$ cat src/rtl/udp_stream_to_dac.sv
// udp_stream_to_dac: parses Ethernet/IPv4/UDP frames from the 10G MAC RX
// stream, drops anything not addressed to cfg_udp_port, strips the 42-byte
// header and re-packs the payload onto 64-bit beats for the DAC sample path.
module udp_stream_to_dac #(
    parameter int C_AXIS_TDATA_WIDTH = 64,
    parameter int C_AXIS_TKEEP_WIDTH = 8,
    parameter int C_CNT_WIDTH        = 32
) (
    input  logic                          s00_axis_aclk,
    input  logic                          s00_axis_aresetn,
    input  logic [15:0]                   cfg_udp_port,
    input  logic [C_AXIS_TDATA_WIDTH-1:0] s00_axis_tdata,
    input  logic [C_AXIS_TKEEP_WIDTH-1:0] s00_axis_tkeep,
    input  logic                          s00_axis_tvalid,
    input  logic                          s00_axis_tlast,
    input  logic                          s00_axis_tuser,
    output logic                          s00_axis_tready,
    output logic [C_AXIS_TDATA_WIDTH-1:0] m00_axis_tdata,
    output logic [C_AXIS_TKEEP_WIDTH-1:0] m00_axis_tkeep,
    output logic                          m00_axis_tvalid,
    output logic                          m00_axis_tlast,
    output logic                          m00_axis_tuser,
    input  logic                          m00_axis_tready,
    output logic [C_CNT_WIDTH-1:0]        frames_ok,
    output logic [C_CNT_WIDTH-1:0]        frames_dropped
);

    localparam logic [C_CNT_WIDTH-1:0] CNT_ONE = {{(C_CNT_WIDTH-1){1'b0}}, 1'b1};

    typedef enum logic [1:0] {
        HDR     = 2'd0,
        PAYLOAD = 2'd1,
        FLUSH   = 2'd2,
        DROP    = 2'd3
    } state_t;

    // Number of valid bytes in a (contiguous) tkeep.
    function automatic logic [3:0] popcount8(input logic [7:0] k);
        logic [3:0] c;
        c = 4'd0;
        for (int i = 0; i < 8; i++) begin
            c = c + {3'd0, k[i]};
        end
        return c;
    endfunction

    // Contiguous byte-enable mask of n bytes starting at byte 0 (n <= 8).
    function automatic logic [7:0] keep_mask(input logic [3:0] n);
        logic [8:0] m;
        m = (9'd1 << n) - 9'd1;
        return m[7:0];
    endfunction

    state_t                   state_q, state_d;
    logic [2:0]               beat_q, beat_d;
    logic                     mismatch_q, mismatch_d;
    logic [47:0]              hold_q, hold_d;
    logic [7:0]               flush_keep_q, flush_keep_d;
    logic                     flush_user_q, flush_user_d;
    logic [63:0]              m_tdata_q, m_tdata_d;
    logic [7:0]               m_tkeep_q, m_tkeep_d;
    logic                     m_tvalid_q, m_tvalid_d;
    logic                     m_tlast_q, m_tlast_d;
    logic                     m_tuser_q, m_tuser_d;
    logic [C_CNT_WIDTH-1:0]   frames_ok_q, frames_ok_d;
    logic [C_CNT_WIDTH-1:0]   frames_dropped_q, frames_dropped_d;

    logic                     out_free;
    logic                     s_ready;
    logic                     accept;
    logic [3:0]               v;
    logic                     hdr_fail;
    logic                     mm_now;

    // Next-state, header checks, realignment and output-register loading.
    always_comb begin
        state_d          = state_q;
        beat_d           = beat_q;
        mismatch_d       = mismatch_q;
        hold_d           = hold_q;
        flush_keep_d     = flush_keep_q;
        flush_user_d     = flush_user_q;
        m_tdata_d        = m_tdata_q;
        m_tkeep_d        = m_tkeep_q;
        m_tvalid_d       = m_tvalid_q;
        m_tlast_d        = m_tlast_q;
        m_tuser_d        = m_tuser_q;
        frames_ok_d      = frames_ok_q;
        frames_dropped_d = frames_dropped_q;

        out_free = !m_tvalid_q || m00_axis_tready;
        s_ready  = (state_q != FLUSH) && out_free;
        accept   = s00_axis_tvalid && s_ready;
        v        = popcount8(s00_axis_tkeep);

        // Header field checks for the beat currently on the bus.
        hdr_fail = 1'b0;
        case (beat_q)
            3'd1: hdr_fail = (s00_axis_tdata[47:32] != 16'h0008) ||
                             (s00_axis_tdata[55:48] != 8'h45);
            3'd2: hdr_fail = (s00_axis_tdata[63:56] != 8'h11);
            3'd4: hdr_fail = ({s00_axis_tdata[39:32], s00_axis_tdata[47:40]} != cfg_udp_port);
            default: hdr_fail = 1'b0;
        endcase
        mm_now = mismatch_q || hdr_fail;

        // A consumed output beat frees the register unless reloaded below.
        if (out_free) begin
            m_tvalid_d = 1'b0;
            m_tlast_d  = 1'b0;
            m_tuser_d  = 1'b0;
        end

        if (m_tvalid_q && m_tlast_q && m00_axis_tready) begin
            frames_ok_d = frames_ok_q + CNT_ONE;
        end

        case (state_q)
            HDR: begin
                if (accept) begin
                    if (s00_axis_tlast) begin
                        beat_d     = 3'd0;
                        mismatch_d = 1'b0;
                        if ((beat_q == 3'd5) && !mm_now && (v > 4'd2)) begin
                            // Short payload fits entirely in the last header beat.
                            m_tdata_d  = {16'h0000, s00_axis_tdata[63:16]};
                            m_tkeep_d  = keep_mask(v - 4'd2);
                            m_tvalid_d = 1'b1;
                            m_tlast_d  = 1'b1;
                            m_tuser_d  = s00_axis_tuser;
                        end else begin
                            frames_dropped_d = frames_dropped_q + CNT_ONE;
                        end
                    end else if (beat_q < 3'd5) begin
                        beat_d     = beat_q + 3'd1;
                        mismatch_d = mm_now;
                    end else begin
                        beat_d     = 3'd0;
                        mismatch_d = 1'b0;
                        if (mm_now) begin
                            state_d = DROP;
                        end else begin
                            hold_d  = s00_axis_tdata[63:16];
                            state_d = PAYLOAD;
                        end
                    end
                end
            end

            PAYLOAD: begin
                if (accept) begin
                    m_tdata_d  = {s00_axis_tdata[15:0], hold_q};
                    m_tkeep_d  = 8'hFF;
                    m_tvalid_d = 1'b1;
                    m_tlast_d  = 1'b0;
                    m_tuser_d  = 1'b0;
                    hold_d     = s00_axis_tdata[63:16];
                    if (s00_axis_tlast) begin
                        if (v <= 4'd2) begin
                            m_tkeep_d = keep_mask(v + 4'd6);
                            m_tlast_d = 1'b1;
                            m_tuser_d = s00_axis_tuser;
                            state_d   = HDR;
                        end else begin
                            // Leftover bytes stay in hold for one extra beat.
                            flush_keep_d = keep_mask(v - 4'd2);
                            flush_user_d = s00_axis_tuser;
                            state_d      = FLUSH;
                        end
                    end
                end
            end

            FLUSH: begin
                if (out_free) begin
                    m_tdata_d  = {16'h0000, hold_q};
                    m_tkeep_d  = flush_keep_q;
                    m_tvalid_d = 1'b1;
                    m_tlast_d  = 1'b1;
                    m_tuser_d  = flush_user_q;
                    state_d    = HDR;
                end
            end

            DROP: begin
                if (accept && s00_axis_tlast) begin
                    frames_dropped_d = frames_dropped_q + CNT_ONE;
                    state_d          = HDR;
                end
            end

            default: state_d = HDR;
        endcase
    end

    // Control state, output register and counters with asynchronous reset.
    always_ff @(posedge s00_axis_aclk or negedge s00_axis_aresetn) begin
        if (!s00_axis_aresetn) begin
            state_q          <= HDR;
            beat_q           <= 3'd0;
            mismatch_q       <= 1'b0;
            m_tdata_q        <= 64'd0;
            m_tkeep_q        <= 8'd0;
            m_tvalid_q       <= 1'b0;
            m_tlast_q        <= 1'b0;
            m_tuser_q        <= 1'b0;
            frames_ok_q      <= '0;
            frames_dropped_q <= '0;
        end else begin
            state_q          <= state_d;
            beat_q           <= beat_d;
            mismatch_q       <= mismatch_d;
            m_tdata_q        <= m_tdata_d;
            m_tkeep_q        <= m_tkeep_d;
            m_tvalid_q       <= m_tvalid_d;
            m_tlast_q        <= m_tlast_d;
            m_tuser_q        <= m_tuser_d;
            frames_ok_q      <= frames_ok_d;
            frames_dropped_q <= frames_dropped_d;
        end
    end

    // Realignment holding bytes; only read after being loaded in the same frame.
    always_ff @(posedge s00_axis_aclk) begin
        hold_q       <= hold_d;
        flush_keep_q <= flush_keep_d;
        flush_user_q <= flush_user_d;
    end

    assign s00_axis_tready = s_ready;
    assign m00_axis_tdata  = m_tdata_q;
    assign m00_axis_tkeep  = m_tkeep_q;
    assign m00_axis_tvalid = m_tvalid_q;
    assign m00_axis_tlast  = m_tlast_q;
    assign m00_axis_tuser  = m_tuser_q;
    assign frames_ok       = frames_ok_q;
    assign frames_dropped  = frames_dropped_q;

endmodule
$ cat config.mk
export PLATFORM = sky130hd
export DESIGN_NAME = udp_stream_to_dac
export DESIGN_NICKNAME = d
export VERILOG_FILES = /design/src/rtl/udp_stream_to_dac.sv
export SDC_FILE = /design/constraint.sdc
export NUM_CORES = 1
export LEC_CHECK = 0
export ABC_AREA = 1
export CAP_MARGIN = 20
export CORE_AREA = 4 4 145 147
export DETAILED_ROUTE_END_ITERATION = 7
export DIE_AREA = 0 0 149 151
export PLACE_DENSITY = 0.93
export SLEW_MARGIN = 20
export SYNTH_ARGS = -nofsm -noshare
export SYNTH_HDL_FRONTEND = slang
export SYNTH_SLANG_ARGS = --single-unit
$ cat constraint.sdc
create_clock -name s00_axis_aclk -period 10 [get_ports s00_axis_aclk]
set_input_delay 2.5 -clock s00_axis_aclk [delete_from_list [all_inputs] [get_ports s00_axis_aclk]]
set_output_delay 2.5 -clock s00_axis_aclk [all_outputs]
set_load 0.02 [all_outputs]
---- Yosys cells after proc, flatten, opt, wreduce, memory -nomap -nowiden ----
Index checks and enable logic that the tools add are counted.
cells by class
  add/sub/neg operators ................... 14
  magnitude comparators ................... 3
  equality and inequality tests ........... 23
  shifts and indexed selects .............. 2
  multiplexer cells ....................... 65
  bitwise gates (word level) .............. 1
  reductions and logical operators ........ 22
operators by type and width
  kind                                                     count
  2-to-1 mux 64 bit                                        5
  2-to-1 mux 48 bit                                        5
  case mux 64 bit (3 select lines)                         1
  2-to-1 mux 32 bit                                        4
  case mux 48 bit (2 select lines)                         1
  adder 32 x 1 -> 32 bit (second input constant)           2
  case mux 32 bit (2 select lines)                         1
  2-to-1 mux 8 bit                                         7
  2-to-1 mux 1 bit                                         24
  inequality test 2 bit (second input constant)            12
  case mux 8 bit (3 select lines)                          1
  2-to-1 mux 2 bit                                         9
  adder 4 x 1 -> 4 bit                                     4
  inequality test 16 bit                                   1
  inequality test 16 x 4 -> 1 bit (second input constant)  1
  << shifter 1 x 4 -> 8 bit (first input constant)         2
  subtractor 8 x 1 -> 8 bit (second input constant)        2
  case mux 1 bit (3 select lines)                          4
  AND reduction 6 bit                                      2
  inequality test 8 x 5 -> 1 bit (second input constant)   1
  inequality test 8 x 7 -> 1 bit (second input constant)   1
  case mux 2 bit (4 select lines)                          1
  logical AND 1 bit                                        7
  AND reduction 7 bit                                      1
  24 further kinds                                         31
storage, ports and cells
  flip-flop bits (word level) ............. 202
  output and inout bits ................... 140
  logic and storage cells ................. 143

---- Logic depth before layout (Yosys ltp) ----
  depth after elaboration ................. 14
  depth in mapped cells ................... 21
  mapped depth without buffers ............ 21

---- Least setup slack after synthesis ----
Ideal clock, no wire load.
  path type ............................... input -> register
  start point ............................. in s00_axis_tdata[42]
  end point ............................... reg hold_q[0] (enable)
  setup time .............................. 0.589 ns
  data arrival time ....................... 8.200 ns
  data required time ...................... 9.411 ns
  setup slack ............................. 1.211 ns
  cell stages on the path ................. 11
  cells stage by stage .................... inv_1 nand2_1 nand2_1 nor2_1 nand2_1 nor2_1 nand2_1 a21oi_4 inv_1 nand2_1 nor4b_1
on the way
  word-level cells in the longest chain between the ends .. 6
RTL lines
  element                            RTL line  RTL
  start, declared                    12        input logic [C_AXIS_TDATA_WIDTH-1:0] s00_axis_tdata,
  inequality test 16 x 4 -> 1 bit    99        3'd1: hdr_fail = (s00_axis_tdata[47:32] != 16'h0008) ||
  logical OR 1 bit                   99
  case mux 1 bit (3 select lines) *  98        case (beat_q)
  logical OR 1 bit *                 105       mm_now = mismatch_q || hdr_fail;
  inequality test 2 bit (no line) *  n/a
  AND reduction 6 bit (no line) *    n/a
  end signal, assigned               225       hold_q <= hold_d;
  end, declared                      57        logic [47:0] hold_q, hold_d;
Every way passes the cells marked *; elsewhere a longest branch is shown, timed or not.
A chain may end at the register's enable or synchronous reset.

---- Worst setup path after layout ----
  start point ............................. in s00_axis_tkeep[0]
  end point ............................... reg m_tdata_q[14] (netlist: m00_axis_tdata[14])
on the way
  word-level cells in the longest chain between the ends .. 11
RTL lines
  element                             RTL line  RTL
  start, declared                     13        input logic [C_AXIS_TKEEP_WIDTH-1:0] s00_axis_tkeep,
  adder 1 x 1 -> 2 bit                42        c = c + {3'd0, k[i]};
  adder 2 x 1 -> 3 bit                42
  adder 3 x 1 -> 4 bit                42
  adder 4 x 1 -> 4 bit (4 in series)  42
  > comparator 4 x 2 -> 1 bit         124       if ((beat_q == 3'd5) && !mm_now && (v > 4'd2)) begin
  logical AND 1 bit                   124
  inequality test 2 bit (no line)     n/a
  AND reduction 6 bit (no line)       n/a
  end signal, assigned                213       m_tdata_q <= m_tdata_d;
  end, declared                       60        logic [63:0] m_tdata_q, m_tdata_d;
No other way between the ends.

==> summary.md <==
| Metric | Value |
|---|---|
| Status | `finished clean` |
| Drt first pass iters | `5` |
| First-pass GRT wire length | `48,900 µm` |
| Post-DRT Antenna Nets | `0` |
| Leakage | `6.48 nW` |
| Routability cong. | `0.954` |
| Peak supply drop | `0.000266 V` |
| Pwr/cell area | `296 nW/µm²` |
| Clock share of power | `20.2%` |
| Final core occ | `69.8%` |
| Final WL | `30,300 µm` |
| CP arrival | `7950 ps` |
| Pre-CTS setup slack | `1960 ps` |
| Final clock skew | `8.62 ps` |
| Crit Path Category | `input pin to flop` |
| Max Transition Viols Final | `0` |
| CTS root buffer | `clkbuf_16` |
| Core footprint | `19,900 µm²` |
| Synthesized flop and latch total | `202` |
| Post-synth EDFFs | `57` |
| CTS tree | `done` |
| Final hold vios | `0` |
| # resized after CTS | `0` |
| Yosys top cell area share | `34.0%` |
| CTS Hold Bufs | `0` |
| DR vias | `9,826` |
| Design Area, Final | `13,900 µm²` |
| Initial antenna violation count | `1` |
| Dominant cells by area after synthesis | `dfrtp_1 (34%), edfxtp_1 (16%), nand2_1 (16%), nand4_1 (5.0%), inv_1 (4.4%)` |
| Syn_nets | `1,416` |
| Largest net degree at the start of global routing | `94` |
| Num CTS Buffers | `22` |
| Die area | `22,500 µm²` |
| Clock Path Buffers | `3` |
| Avg Vias per Cell | `5.46` |
| Count leader, synth | `nand2_1` |
| Hpwl dp | `21,500 µm` |
| Setup TNS | `0 ps` |
| Sw Pwr | `1.79 mW` |
| Synth cell count leaders | `nand2_1 (447), dfrtp_1 (145), inv_1 (126), nor2_1 (90), nand4_1 (85)` |
| CTS clk-pin slew, worst paths | `70 ps` |
| Final std cells w/o fill | `1,801` |
| Multi-input logic area | `4580 µm²` |
| Final min period | `7570 ps` |
| FF-to-FF path depth | `14` |
| Post-Syn Area | `10,700 µm²` |
| Post-synth ARST share | `71.8%` |
| Row count | `52` |
| WL/cell | `16.8 µm` |
| Area Growth Syn to Fin | `30.1%` |
| RSZ-0062 raised after global routing | `false` |
| Starting density of the core | `53.6%` |
| Clk_lat worst skew | `500 ps` |
| Pint | `2.33 mW` |
| All-Layer GR Usage | `26.6%` |
| Highest clock rate | `132 MHz` |
| # placed instances | `1,760` |
| Worst setup margin | `2430 ps` |
| Cell accounting for the most synthesized area | `dfrtp_1` |
| Max-cap violations | `0` |
| Storage element area | `5340 µm²` |
| IO Port Bufs | `233` |
| Fillers | `1,570` |
| Vias in the first global route | `9,747` |
| Net Sw Frac | `43.5%` |
| DRT iter0 DRCs | `601` |
| Worst relative slew slack | `28.1%` |
| Syn Area/Cell | `8.20 µm²` |
| Global-route congestion overflow total | `0` |
| Period utilization | `75.7%` |
| Crit path launch type | `input pin` |
| Critical Path End Type | `flop` |
| Ys flop type | `dfrtp_1` |
| I/O pin total | `234` |
| DRC viols | `0` |
| Post-CTS Setup Inserts | `0` |
| Chip Width | `149 µm` |
| Sequential group share of total power | `32.4%` |
| Synth cell types | `45` |
| H-tree depth | `1` |
| NumNets Final | `1,628` |
| CTS sink count | `202` |
| Seq/Total Area, Yosys | `50.0%` |
| Synth Warn # | `0` |
| Setup violations, final | `0` |
| Gate Count Post-Synth | `1,302` |
| Critical path required time | `10,380 ps` |
| Chip height | `151 µm` |
| Gate power share | `47.4%` |
| Placed cell areas | `13,200 µm²` |
| Worst slew pin tran | `1070 ps` |
| Worst Hold Class | `flop to flop` |
| Worst Path Max Fanout | `73` |
| Hold Path Depth | `2` |
| Layout cells sized above 1 | `5.16%` |
[state kept, by name, summed over array words and instances (netlist names), 2 cells and up]
signal / count
beat_q: 3
flush_keep_q: 8
m00_axis_tdata: 64
m00_axis_tkeep: 8
state_q: 2
frames_dropped: 32
frames_ok: 32
hold_q: 48
[layout by cell type (no fill, tap or decap), types with 5 or more instances in the layout]
cell type | Yosys | routed
o21ai_0 | 43 | 43
inv_2 | 12 | 12
xnor2_1 | 17 | 17
clkbuf_16 | 0 | 23
edfxtp_1 | 57 | 57
nand3b_1 | 5 | 5
nand3_1 | 72 | 72
a21oi_1 | 7 | 7
nor4_1 | 9 | 9
nor3_1 | 25 | 25
clkbuf_1 | 28 | 7
o21ai_1 | 10 | 10
nand2_1 | 447 | 447
nor2_2 | 9 | 8
clkdlybuf4s50_1 | 0 | 232
ha_1 | 16 | 15
dfrtp_1 | 145 | 145
xor2_1 | 42 | 42
nand4_1 | 85 | 85
nor2_1 | 90 | 90
buf_4 | 0 | 7
inv_1 | 126 | 125
[per-layer routing]
| metal | up-vias | track usage (%) | share of wire (%) |
|---|---|---|---|
| met5 | - | 0 | 0.043 |
| met3 | 67 | 4.76 | 8.5 |
| li1 | 4660 | - | - |
| met1 | 4627 | 33.3 | 39 |
| met2 | 470 | 47.7 | 50 |
| met4 | 2 | 7.41 | 2.7 |
[layout make-up]
| class | instances | area share (%) |
|---|---|---|
| Clock inverter | 10 | 0.945 |
| Clock buffer | 30 | 4.33 |
| Tap cell | 270 | 2.43 |
| Timing Repair Buffer | 240 | 17.2 |
| Sequential cell | 202 | 38.4 |
| Multi-Input combinational cell | 910 | 33.0 |
| Antenna cell | 1 | 0.0180 |
| Inverter | 138 | 3.73 |
[final timing paths]
| check | slack [ps] | startpoint | endpoint |
|---|---|---|---|
| setup / recovery | 2430 | s00_axis_tkeep[0] | m00_axis_tdata[14] |
| hold / removal | 470 | m00_axis_tdata[31] | m00_axis_tdata[31] |
| setup reg to reg | 6530 | beat_q[0] | m00_axis_tdata[14] |
| hold reg to reg | 470 | m00_axis_tdata[31] | m00_axis_tdata[31] |
| max in group asynchronous | 6670 | s00_axis_aresetn | m00_axis_tkeep[1] |
| min in group asynchronous | 2100 | s00_axis_aresetn | frames_dropped[21] |
[metrics by stage]
stage	hold WS (ps)	power (mW)
5_1_grt	486	4.39
6_report	468	4.12
4_1_cts	471	4.13
3_5_place_dp	457	3.29
3_3_place_gp	454	3.22
2_1_floorplan	504	2.60
[cells by family (layout without fill, tap and decap cells)]
family                     count (synthesis)  in the layout  share of synthesized area, %
buffers and inverters                    190            418                          7.31
DFF                                      202            202                          50.0
adders and majority gates                 20             20                          2.62
muxes                                      1              1                         0.105
and+or+nand+nor                          756            756                          31.2
AOI/OAI and AO/OA                         74             74                          3.93
xor gates and xnor gates                  59             59                          4.84
other                                      0              1                             0
[critical path, cell delays in order]
cell and delay, ps:
clkdlybuf4s50_1 430, fa_1 530, inv_1 50, fa_1 450
fa_1 490, inv_1 40, ha_1 200, fa_1 400
inv_1 90, nand2_1 50, nand2_1 170, inv_2 80
o211ai_2 90, inv_1 90, nor2_2 170, nand3_2 150
nand2_4 590, nand3_4 870, nand2_1 310, nand2_1 90
[power by group through the flow]
stage | Clock [mW] | Combinational, mW | Sequential [mW]
finish | 0.833 | 1.95 | 1.33
global route | 0.878 | 2.14 | 1.36
CTS | 0.842 | 1.95 | 1.33
detailed placement | 0 | 1.95 | 1.34
global placement | 0 | 1.88 | 1.34
floorplan | 0 | 1.09 | 1.51
Power figures use the tool's default switching activity.
